===== config.mk =====
export PLATFORM = sky130hd
export DESIGN_NAME = dest_reg_tracker
export DESIGN_NICKNAME = d
export VERILOG_FILES = /design/src/rtl/dest_reg_tracker.sv
export SDC_FILE = /design/constraint.sdc
export NUM_CORES = 1
export LEC_CHECK = 0
export ABC_AREA = 1
export CAP_MARGIN = 15
export CORE_MARGIN = 2
export CORE_UTILIZATION = 40
export CTS_CLUSTER_SIZE = 16
export DETAILED_ROUTE_END_ITERATION = 12
export GPL_TIMING_DRIVEN = 0
export PLACE_DENSITY = 0.69
export SLEW_MARGIN = 20
export SYNTH_ARGS = -nofsm -noshare
export SYNTH_HDL_FRONTEND = slang
export SYNTH_SLANG_ARGS = --single-unit

===== constraint.sdc =====
create_clock -name clk -period 1.18 [get_ports clk]
set_input_delay 0.177 -clock clk [delete_from_list [all_inputs] [get_ports clk]]
set_output_delay 0.177 -clock clk [all_outputs]
set_load 0.1 [all_outputs]

===== src/rtl/dest_reg_tracker.sv =====
// Tracks destination registers of in-flight instructions through a DEPTH-stage
// shift pipeline and flags source operands that match a pending write.
module dest_reg_tracker #(
  parameter int ADDR_W   = 5,
  parameter int DEPTH    = 3,
  parameter int LINK_REG = 31,
  localparam int SW      = (DEPTH > 1) ? $clog2(DEPTH) : 1,
  localparam int CW      = $clog2(DEPTH + 1)
) (
  input  logic              clk,
  input  logic              reset_n,
  input  logic [ADDR_W-1:0] rt,
  input  logic [ADDR_W-1:0] rd,
  input  logic [1:0]        rd_select,
  input  logic              reg_write,
  input  logic              issue_valid,
  input  logic              stall,
  input  logic              flush,
  input  logic [ADDR_W-1:0] src_a,
  input  logic [ADDR_W-1:0] src_b,
  output logic [ADDR_W-1:0] sel_dest,
  output logic [ADDR_W-1:0] wb_dest,
  output logic              wb_valid,
  output logic              hazard_a,
  output logic              hazard_b,
  output logic [SW-1:0]     hazard_a_stage,
  output logic [SW-1:0]     hazard_b_stage,
  output logic [CW-1:0]     inflight_count
);

  logic [DEPTH-1:0]  stage_valid;
  logic [ADDR_W-1:0] stage_dest [DEPTH];
  logic              new_valid;

  always_comb begin
    case (rd_select)
      2'd1:    sel_dest = rd;
      2'd2:    sel_dest = ADDR_W'(LINK_REG);
      default: sel_dest = rt;
    endcase
  end

  // Register 0 is hardwired, so writes to it never create a dependency.
  assign new_valid = issue_valid & reg_write & (sel_dest != '0);

  always_ff @(posedge clk or negedge reset_n) begin
    if (!reset_n) begin
      stage_valid <= '0;
      for (int i = 0; i < DEPTH; i++) stage_dest[i] <= '0;
    end else if (flush) begin
      stage_valid <= '0;
    end else if (!stall) begin
      stage_valid[0] <= new_valid;
      stage_dest[0]  <= sel_dest;
      for (int i = 1; i < DEPTH; i++) begin
        stage_valid[i] <= stage_valid[i-1];
        stage_dest[i]  <= stage_dest[i-1];
      end
    end
  end

  assign wb_valid = stage_valid[DEPTH-1];
  assign wb_dest  = stage_dest[DEPTH-1];

  // Scan oldest to youngest so the youngest matching stage wins.
  always_comb begin
    hazard_a       = 1'b0;
    hazard_b       = 1'b0;
    hazard_a_stage = '0;
    hazard_b_stage = '0;
    for (int i = DEPTH - 1; i >= 0; i--) begin
      if (stage_valid[i] && (src_a != '0) && (stage_dest[i] == src_a)) begin
        hazard_a       = 1'b1;
        hazard_a_stage = SW'(i);
      end
      if (stage_valid[i] && (src_b != '0) && (stage_dest[i] == src_b)) begin
        hazard_b       = 1'b1;
        hazard_b_stage = SW'(i);
      end
    end
  end

  always_comb begin
    inflight_count = '0;
    for (int i = 0; i < DEPTH; i++) begin
      inflight_count = inflight_count + CW'(stage_valid[i]);
    end
  end

endmodule


Word-level counts from Yosys, hierarchy flattened --
Cells that the tools add are included.
Storage, ports and cells: bits of input ports 28, flip-flop bits (word level) 18, output and inout bits 19
Operators by class: muxes and demuxes 15, bitwise operators 4, eq/ne operators 9, reduce and logical (&&, ||, !) cells 16, add/subtract/negate cells 2
Operators with widths (count):
- equality test 5 bit | 6
- nonzero test 5 bit | 3
- logical AND 1 bit | 12
- 2-to-1 mux 2 bit | 6
- one-hot mux 5 bit (2 select lines) | 1
- 2-to-1 mux 1 bit | 6
- 2-to-1 mux 3 bit | 2
- adder 1 x 1 -> 2 bit | 1
- adder 2 x 1 -> 2 bit | 1
- AND 1 bit | 2
- equality test 2 x 1 -> 1 bit (second input constant) | 1
- equality test 2 bit (second input constant) | 1
- inequality test 2 x 1 -> 1 bit (second input constant) | 1
- NOT 1 bit | 2
- AND reduction 2 bit | 1

Depth between registers and ports, before layout --
word-level depth 6, gate-level depth with buffers 9

Worst setup path after synthesis --
OpenSTA, ideal clock, no wires.
kind reg2out, start reg stage_valid[2], end out hazard_b_stage[1], stages on the path, launching flop included 7, arrival 2.252 ns, setup slack -1.249 ns, required time 1.003 ns, cell sequence dfrtp_1 > nand2_1 > nor2_2 > nand2_1 > nor2_1 > nand2_1 > nor2_2
On the way: word-level cells in the longest chain between the ends 5
Ends and longest elaborated chain:
- start: declaration | line 31 | logic [DEPTH-1:0] stage_valid;
- start signal: indexed assignment | line 56 | stage_valid[i] <= stage_valid[i-1];
- logical AND 1 bit (2 in series) | line 76 | if (stage_valid[i] && (src_b != '0) && (stage_dest[i] == src_b)) begin
- 2-to-1 mux 2 bit (3 in series) | line 76
- end: declaration | line 27 | output logic [SW-1:0] hazard_b_stage,
Every way passes these cells.

Worst setup path after layout --
start reg stage_dest[8] (netlist bit), end out hazard_a_stage[1]
On the way: word-level cells in the longest chain between the ends 4
Ends and longest elaborated chain:
- start: declaration | line 32 | logic [ADDR_W-1:0] stage_dest [DEPTH];
- start signal: indexed assignment | line 57 | stage_dest[i] <= stage_dest[i-1];
- equality test 5 bit | line 72 | if (stage_valid[i] && (src_a != '0) && (stage_dest[i] == src_a)) begin
- logical AND 1 bit | line 72
- 2-to-1 mux 2 bit (2 in series) | line 72
- end: declaration | line 26 | output logic [SW-1:0] hazard_a_stage,
Every way passes these cells.

==> impl_results.md <==
- Sequential cell area in the final layout: 458 sq um
- Placer Congestion: 0.846
- WP data required: 1000 ps
- DRT iter0 DRCs: 68
- Flip-flop and latch count after synthesis: 18
- Post-Synthesis Net Count: 310
- Sinks on Clock Net: 18
- Most instantiated library cell after synthesis: sky130_fd_sc_hd__nand2_1
- Number of buffers between clock root and the deepest sink: 2
- Clock latency reported for the late side of the worst-skew pair: 260 ps
- GRT Resource Usage Total: 21.3%
- Area of the mapped netlist: 0.00166 sq mm
- DRC violations left: 0
- Die boundary height: 68.5 microns
- Antenna violations before repair: 0
- Power density over the cells: 1130 mW/mm^2
- Warning count from the yosys run: 0
- Vias per std cell: 4.75
- DRT Wirelength: roughly 4.5 mm
- Main synth FF type: sky130_fd_sc_hd__dfrtp_1
- DIE AREA: 0.00469 sq mm
- Final-stage net count: 379
- Mean instance size in the synthesized netlist: 5.96 sq um
- Length of routed met3 wiring: about 220 microns
- Worst setup slack after layout: -542 ps
- Leakage component of the power: 0.00138 uW
- Register-to-register path setup slack: about 240 ps
- Clock buffers created by TritonCTS: 3
- Final critical delay including setup and external delays: 1720 ps
- Top cells by count, synth: sky130_fd_sc_hd__nand2_1, sky130_fd_sc_hd__inv_1, sky130_fd_sc_hd__nor2_1, sky130_fd_sc_hd__dfrtp_1, sky130_fd_sc_hd__nand3_1
- Critical path peak fanout: 4
- Most prevalent standard cell on the critical path: sky130_fd_sc_hd__nand2_1
- Die X-Extent: 68.5 microns
- Router iterations before antenna repair: 4
- Final hold vios: 10
- Sequential share of the synthesized area: 27.1%
- Multi-input gate area in the final layout: about 0.0011 sq mm
- Layout overhead on the synthesized area: 67.7%
- Buffer cell driving the clock tree root: sky130_fd_sc_hd__clkbuf_8
- Amount of wire on met2 after detailed routing: 2.27 mm
- TritonCTS clock tree: yes
- Clock-pin slew reported for the worst setup and hold paths after clock tree synthesis: roughly 70 ps
- Routed metal-1 wirelength: approximately 2 mm
- EDFF count, synth: 0
- Slew margin rel.: 46.3%
- Endpoints failing setup: 16
- Port Buffer Count: 46
- Peak supply drop: 521 uV
- Hold_ws: -7.17 ps
- Final-report max-slew violation count: 0
- Worst Max-Slew Pin Slew: 805 ps
- Maximum level of the CTS H-tree: 1
- CP bufs+invs: 3
- Outcome: finished, violations left
- Worst setup SP type: flop
- Top sig layer: met4
- Sum of overflow across all layers after global routing: 0
- Final sum of negative setup slack: -4780 ps
- Top area cells in the synthesized netlist: sky130_fd_sc_hd__nand2_1, sky130_fd_sc_hd__dfrtp_1, sky130_fd_sc_hd__inv_1, sky130_fd_sc_hd__o21ai_2, sky130_fd_sc_hd__nand3_1
- Fraction of final layout cells sized beyond drive strength 1: 43.5%
- Kind of cell adding the most delay to the critical path: simple AND/OR/NAND/NOR gates
- Io pins: 47
- Share of the synthesized area in the top cell type: ~28%
- Initial core utilization: 41.6%
- Max Cap Viol: 0
- Synth unique cells: 20
- RSZ-0062 raised after global routing: true
- Post-synthesis instance total: 279
- Endpoint class of the critical path: output port
- DR WL/cell: 11.2 microns
- Largest net degree at the start of global routing: 19
- Critical path's slowest cell: sky130_fd_sc_hd__dfrtp_1
- FFs w/ async S/R, synth: 100%
- Fin Clk Skew: about 4.6 ps
- Row count: 23
- Via count of the first global-routing pass: about 1700
- Filler Cells Inserted: 343
- Ant diodes: 0
- Wire length of the first global-routing pass: between 7 and 8 mm
- Detailed-route via count: 1885
- Area leader, netlist: sky130_fd_sc_hd__nand2_1
- Share of the clock period used by the worst path after layout: 146%
- HP Class: in2async
- Violated checks: negative hold slack, negative setup slack
- Crit-path cells: inv_2 -> nand2_1 -> nand2_1 -> inv_1 -> nand2_1 -> nor2_2 -> nand2_2 -> nand2_2 -> nor2_4 -> buf_12
- CP Data Arrival Time: 1550 ps
- Total half-perimeter wirelength after legalization and detailed placement: ~3.4 mm
- Slowest stage delay, CP: 420 ps
- Antenna Nets Post-Route: 0
- Highest clock frequency the design can meet: 581 MHz
- Critical path class: reg2out
- Core area: 0.00400 sq mm
- Hold bufs inserted after CTS: 0
-- power by group --
| part | total (uW) | leakage, uW | switching, uW | internal [uW] |
|---|---|---|---|---|
| combinational | 1810 | 0.00113 | 1080 | 734 |
| clock | 507 | 0.0000288 | 210 | 296 |
| sequential | 839 | 0.000226 | 123 | 716 |
| total | 3160 | 0.00138 | 1410 | 1750 |
-- stage by stage --
stage | cells | power, uW | util, % | instance area [sq um] | setup WS, ps
final | 397 | 3160 | 69.8 | 2790 | -542
after global routing | 397 | 3350 | 69.8 | 2790 | -652
after CTS | 395 | 3080 | 67.2 | 2690 | -520
after detailed placement | 375 | 2280 | 57.7 | 2310 | -1610
after global placement | 375 | 2270 | 57.7 | 2310 | -1610
after floorplan | 279 | 1920 | - | 1780 | -541
-- layout make-up --
cell class / count / area share [%]
clock buffers: 4 / 1.97
multi-input cells: 205 / 41.2
well taps: 50 / 2.24
plain buffers: 7 / 2.33
inverters: 47 / 7.09
repair buffers: 66 / 28.8
flip-flops and latches: 18 / 16.4
-- layout by cell type, fill, tap and decap left out --
cell,instances
sky130_fd_sc_hd__nor2b_4,1
sky130_fd_sc_hd__nand2_4,2
sky130_fd_sc_hd__inv_4,1
sky130_fd_sc_hd__nand2_1,103
sky130_fd_sc_hd__inv_2,22
sky130_fd_sc_hd__o21ai_0,1
sky130_fd_sc_hd__buf_4,18
sky130_fd_sc_hd__nor2_4,8
sky130_fd_sc_hd__a21oi_1,1
sky130_fd_sc_hd__inv_1,19
sky130_fd_sc_hd__dfrtp_1,14
sky130_fd_sc_hd__ha_1,1
sky130_fd_sc_hd__ha_4,1
sky130_fd_sc_hd__fa_2,1
sky130_fd_sc_hd__dlymetal6s2s_1,1
sky130_fd_sc_hd__o21ai_1,7
sky130_fd_sc_hd__nor2_2,11
sky130_fd_sc_hd__clkinvlp_4,5
sky130_fd_sc_hd__clkbuf_8,4
sky130_fd_sc_hd__clkdlybuf4s50_1,14
sky130_fd_sc_hd__dfrtp_2,3
sky130_fd_sc_hd__a21oi_2,1
sky130_fd_sc_hd__nand3_1,11
sky130_fd_sc_hd__dfrtp_4,1
sky130_fd_sc_hd__buf_12,18
sky130_fd_sc_hd__nand2_2,24
sky130_fd_sc_hd__buf_2,1
sky130_fd_sc_hd__nor2_1,13
sky130_fd_sc_hd__buf_6,10
sky130_fd_sc_hd__o21ai_2,14
sky130_fd_sc_hd__or2_1,1
sky130_fd_sc_hd__buf_8,1
sky130_fd_sc_hd__nand3_4,4
sky130_fd_sc_hd__dlygate4sd2_1,10
-- cell families after synthesis --
group	Yosys count	synth area share (%)
flip-flops	18	27.1
AO/OA/AOI/OAI	24	10.2
adder cells (fa/ha/maj)	3	2.71
buffers and inverters	56	15.2
AND/OR/NAND/NOR	178	44.9
-- state kept, by name, indices dropped and copies added, names as in the netlist --
name	cells
stage_dest	10
stage_valid	3
wb_dest	5
-- per-layer routing --
metal,vias up,global-route usage [%]
met5,-,0
met4,0,3.75
met3,2,2.76
met2,50,38.0
met1,865,27.7
li1,968,-
-- final timing paths --
kind / from / end / depth (start not counted)
worst max-delay path: stage_dest[8] / hazard_a_stage[1] / 10
max in group asynchronous: reset_n / stage_valid[2] / 1
min in group clk: rd_select[1] / stage_dest[12] / 6
worst max register to register: stage_dest[8] / wb_dest[3] / 4
worst min register to register: stage_dest[11] / stage_dest[11] / 2
worst min-delay path: reset_n / wb_dest[2] / 1
-- timing repair --
| item | CTS | global route |
|---|---|---|
| resized for setup | 206 | 27 |
| endpoints found under the setup margin | 25 | 22 |
| setup buffers | 17 | 5 |
| pin swaps | 28 | 15 |
(Power assumes the default switching activity.)
